File: src/rtl/regfile_wb_arbiter.sv
// regfile_wb_arbiter: merges ALU/MDU results into an in-order queue that drives the register file write port (optional WB_BYPASS_EN).
// Latency: accept->writeEn is 2 cycles, or 1 cycle with WB_BYPASS_EN when the queue is empty.
// Backpressure: both readies drop when the queue is full; the MDU also waits while alu_valid is high.
module regfile_wb_arbiter #(
   parameter int DEPTH  = 4,
   parameter int DATA_W = 32,
   parameter int ADDR_W = 5
) (
   input  logic              clk,
   input  logic              rst,
   input  logic              alu_valid,
   input  logic [ADDR_W-1:0] alu_addr,
   input  logic [DATA_W-1:0] alu_data,
   output logic              alu_ready,
   input  logic              mdu_valid,
   input  logic [ADDR_W-1:0] mdu_addr,
   input  logic [DATA_W-1:0] mdu_data,
   output logic              mdu_ready,
   input  logic [ADDR_W-1:0] addr1,
   input  logic [ADDR_W-1:0] addr2,
   output logic              pending1,
   output logic              pending2,
   output logic [ADDR_W-1:0] writeAddr,
   output logic [DATA_W-1:0] writeData,
   output logic              writeEn
);
   localparam int PTR_W = (DEPTH > 1) ? $clog2(DEPTH) : 1;
   localparam int CNT_W = PTR_W + 1;
   localparam logic [CNT_W-1:0] CNT_FULL = CNT_W'(DEPTH);
   localparam logic [PTR_W-1:0] PTR_ONE  = PTR_W'(1);

   typedef struct packed {
      logic [ADDR_W-1:0] addr;
      logic [DATA_W-1:0] dat;
   } wb_ent_t;

   wb_ent_t          ent_q [DEPTH];
   wb_ent_t          ent_d [DEPTH];
   logic [DEPTH-1:0] ent_vld_q, ent_vld_d;
   logic [PTR_W-1:0] rd_ptr_q, rd_ptr_d;
   logic [PTR_W-1:0] wr_ptr_q, wr_ptr_d;
   logic [CNT_W-1:0] count_q, count_d;
   logic             wr_en_q, wr_en_d;
   wb_ent_t          port_q, port_d;

   logic    alu_fire, mdu_fire, in_keep, deq, enq, byp;
   wb_ent_t in_ent;

   // Ready looks only at the registered count, so a full queue refuses even while draining.
   always_comb begin
      alu_ready = (count_q != CNT_FULL);
      mdu_ready = alu_ready && !alu_valid;
      alu_fire  = alu_valid && alu_ready;
      mdu_fire  = mdu_valid && mdu_ready;
      in_ent.addr = alu_fire ? alu_addr : mdu_addr;
      in_ent.dat  = alu_fire ? alu_data : mdu_data;
      in_keep   = (alu_fire || mdu_fire) && (in_ent.addr != '0);
      deq       = (count_q != '0);
   end

`ifdef WB_BYPASS_EN
   assign byp = in_keep && (count_q == '0);
`else
   assign byp = 1'b0;
`endif
   assign enq = in_keep && !byp;

   always_comb begin
      ent_d     = ent_q;
      ent_vld_d = ent_vld_q;
      rd_ptr_d  = rd_ptr_q;
      wr_ptr_d  = wr_ptr_q;
      port_d    = port_q;
      wr_en_d   = 1'b0;
      if (deq) begin
         port_d              = ent_q[rd_ptr_q];
         wr_en_d             = 1'b1;
         ent_vld_d[rd_ptr_q] = 1'b0;
         rd_ptr_d            = rd_ptr_q + PTR_ONE;
      end else if (byp) begin
         port_d  = in_ent;
         wr_en_d = 1'b1;
      end
      if (enq) begin
         ent_d[wr_ptr_q]     = in_ent;
         ent_vld_d[wr_ptr_q] = 1'b1;
         wr_ptr_d            = wr_ptr_q + PTR_ONE;
      end
      count_d = count_q + CNT_W'(enq) - CNT_W'(deq);
   end

   // The entry already sitting on the write port has left the queue and is not reported.
   always_comb begin
      pending1 = 1'b0;
      pending2 = 1'b0;
      for (int i = 0; i < DEPTH; i++) begin
         if (ent_vld_q[i] && (ent_q[i].addr == addr1)) pending1 = 1'b1;
         if (ent_vld_q[i] && (ent_q[i].addr == addr2)) pending2 = 1'b1;
      end
      if (addr1 == '0) pending1 = 1'b0;
      if (addr2 == '0) pending2 = 1'b0;
   end

   always_ff @(posedge clk) begin
      if (rst) begin
         for (int i = 0; i < DEPTH; i++) ent_q[i] <= '0;
         ent_vld_q <= '0;
         rd_ptr_q  <= '0;
         wr_ptr_q  <= '0;
         count_q   <= '0;
         wr_en_q   <= 1'b0;
         port_q    <= '0;
      end else begin
         for (int i = 0; i < DEPTH; i++) ent_q[i] <= ent_d[i];
         ent_vld_q <= ent_vld_d;
         rd_ptr_q  <= rd_ptr_d;
         wr_ptr_q  <= wr_ptr_d;
         count_q   <= count_d;
         wr_en_q   <= wr_en_d;
         port_q    <= port_d;
      end
   end

   assign writeEn   = wr_en_q;
   assign writeAddr = port_q.addr;
   assign writeData = port_q.dat;

endmodule

File: config.mk
export PLATFORM = sky130hd
export DESIGN_NAME = regfile_wb_arbiter
export DESIGN_NICKNAME = d
export VERILOG_FILES = /design/src/rtl/regfile_wb_arbiter.sv
export SDC_FILE = /design/constraint.sdc
export NUM_CORES = 1
export LEC_CHECK = 0
export CORE_MARGIN = 4
export CORE_UTILIZATION = 50
export CTS_BUF_LIST = sky130_fd_sc_hd__clkbuf_16
export CTS_CLUSTER_SIZE = 40
export DETAILED_ROUTE_END_ITERATION = 10
export DONT_BUFFER_PORTS = 1
export GPL_TIMING_DRIVEN = 1
export PLACE_DENSITY = 0.72
export SLEW_MARGIN = 0
export SYNTH_ARGS = -nofsm -noshare
export SYNTH_HDL_FRONTEND = slang
export SYNTH_SLANG_ARGS = --single-unit
File: constraint.sdc
create_clock -name clk -period 4.4 [get_ports clk]
set_clock_uncertainty 0.15 [all_clocks]
set_input_delay 0.88 -clock clk [delete_from_list [all_inputs] [get_ports clk]]
set_output_delay 0.88 -clock clk [all_outputs]
set_load 0.02 [all_outputs]
==> impl_metrics.ini <==
[floorplan]
row_count = 48
coreArea_um2 = 17200
io_pins = 130
start_util_pct = 50.8
die_area_um2 = 19700
die_x_um = 140
die_h_um = 140

[placement]
portBuffers = 0
place_inst = 1069
dpl.hpwl_um = 11500
place_area_um2 = 8800
place_congestion = 0.858
pre_cts_slack_ns = 0.669

[route]
drc_errors = 0
firstDrtPassIters = 4
drtIter0Drc = 479
wl_um = 19300
via_per_inst = 5.73
final_antenna_net_count = 0
vias = 6312
wl_per_cell_um = 17.5

[sta]
max_freq_mhz = 300
tightestPinTransition_ns = 0.991
min_period_over_period_pct = 75.7
finalWorstSetupSlack_ns = 1.07
maxSlewViolCount = 0
timing.hold.ws_ns = 0.345
rsz0062_at_grt = false
hold_violations = 0
setup_tns_ns = 0
post-route-min-period_ns = 3.33
max-slew-margin-rel_pct = 33.9
setup_viol = 0

[yosys]
mappedNetlistNets = 1017
synth.avg_cell_area_um2 = 9.54
yosysMostFrequentCell = dfxtp_1
yosysSeqAreaShare_pct = 45.0
ys_seq_elements = 197
synth-async-reset-ratio_pct = 0
syn_inst = 918
yosysTopAreaCell = dfxtp_1
synth_enable_flop_cells = 0
synth-main-ff-cell = dfxtp_1
yosysTopAreaCellShare_pct = 45.0
syn_area_um2 = 8750
synth.area.top_cells = dfxtp_1 (45%), a211oi_1 (12%), mux4_2 (9.5%)
ys_types = 40
yosys_warnings = 0
synth_commonest_cells = dfxtp_1 (197), nor2_1 (157), a211oi_1 (140)

[clocking]
cts_tree = yes
clkTransAtPathRegs_ns = 0.07
cts_sinks = 197
root_buffer = clkbuf_16
cts_setup_buffers = 0
hold_buffers = 0
cts.htree.levels = 4
cts_buffers = 17
ctsResizeCount = 0
clock_latency_ns = 0.42
cts_buffer_depth = 2

[job]
cap_violations = 0

[pwr]
power_density_nw_per_um2 = 662
peakVddDrop_v = 0.000311
total_leakage_power_nw = 3.29

[layout]
antenna_cells_inserted = 0
fin_area_um2 = 9390
layout.cells.non_filler = 1101
drive_gt1_share_pct = 10.5
syn_to_final_growth_pct = 7.30
nets = 962

[worst_setup_path]
crit_fanout = 14
required_ns = 4.57
path_class = flop to flop
startpoint_type = flop
cp-end-kind = flop
worstPathArrival_ns = 3.51

[global_routing]
track_usage_pct = 20.0
overflow = 0
antenna_found_initial = 0
grt_max_degree = 207
grt_pass1_wl_um = 32100
grt_pass1_vias = 6110

[run_status]
status = complete, no violations

[worst_hold_path]
hold_path_class = flop to flop
logic make-up after synthesis:
kind of cell,count (synthesis),share of synthesized area (%)
buffers and inverters,92,4.24
and+or+nand+nor,294,14.6
muxes,74,13.7
adders and majority gates,11,1.66
xor gates and xnor gates,44,4.40
AOI/OAI and AO/OA,206,16.3
DFF,197,45.0
state kept, by name, indices dropped and copies added, names as in the netlist:
name       flops
ent_q        148
count_q        3
wr_ptr_q       2
writeData     32
writeAddr      5
writeEn        1
rd_ptr_q       2
ent_vld_q      4
stage by stage:
stage	utilization (%)	power, W
final	54.5	0.00622
after global routing	54.5	0.00667
after CTS	54.5	0.00631
after detailed placement	51.0	0.00473
after global placement	51.0	0.00468
after floorplan	-	0.00428
placed cells by master, fill, tap and decap left out, drive strengths merged, types with 11 or more instances in the layout:
master  count
dfxtp     197
nor2      157
a211oi    141
nand2      88
a21oi      43
mux2i      37
mux4       37
xor2       33
clkbuf     17
inv        14
nand3      13
o21ai      12
xnor2      11
path summary, 6_finish.rpt:
| check | startpoint | end | slack, ns | depth (start not counted) |
|---|---|---|---|---|
| worst min register to register | ent_q[139] | ent_q[139] | 0.34 | 2 |
| worst min-delay path | ent_q[139] | ent_q[139] | 0.34 | 2 |
| worst max-delay path | count_q[2] | count_q[2] | 1.07 | 13 |
| worst max register to register | count_q[2] | count_q[2] | 1.07 | 13 |
area by class of cell:
class / count / area [µm²]
Fill cell: 1553 / 7840
Multi-Input combinational cell: 629 / 4470
Sequential cell: 197 / 3950
Clock buffer: 17 / 425
Tap cell: 225 / 282
Clock inverter: 15 / 170
Timing Repair Buffer: 9 / 67.6
Inverter: 9 / 33.8
per-layer routing:
layer | GRT usage, % | wire length, µm | vias up
li1 | - | - | 3159
met1 | 27.2 | 8770 | 2965
met2 | 33.1 | 9270 | 170
met3 | 3.28 | 967 | 18
met4 | 5.71 | 260 | 0
met5 | 0 | 0 | -
power by group:
part           internal, W  leakage [nW]  switching, W
Combinational     0.000845          1.39       0.00108
Sequential         0.00224          1.61      0.000498
Clock             0.000854         0.287      0.000706
worst max-delay path, stage by stage, from the launching register on:
cell and delay [ns]:
dfxtp_1 0.42, nor3b_4 0.38, inv_2 0.25, a211oi_4 0.56, nor3_1 0.18, inv_1 0.09, ha_1 0.22, inv_1 0.05
ha_1 0.13, inv_1 0.05, fa_1 0.37, xor2_1 0.16, xnor2_1 0.15, nor2_1 0.05
Note: power is estimated with default switching activity, not from simulation.
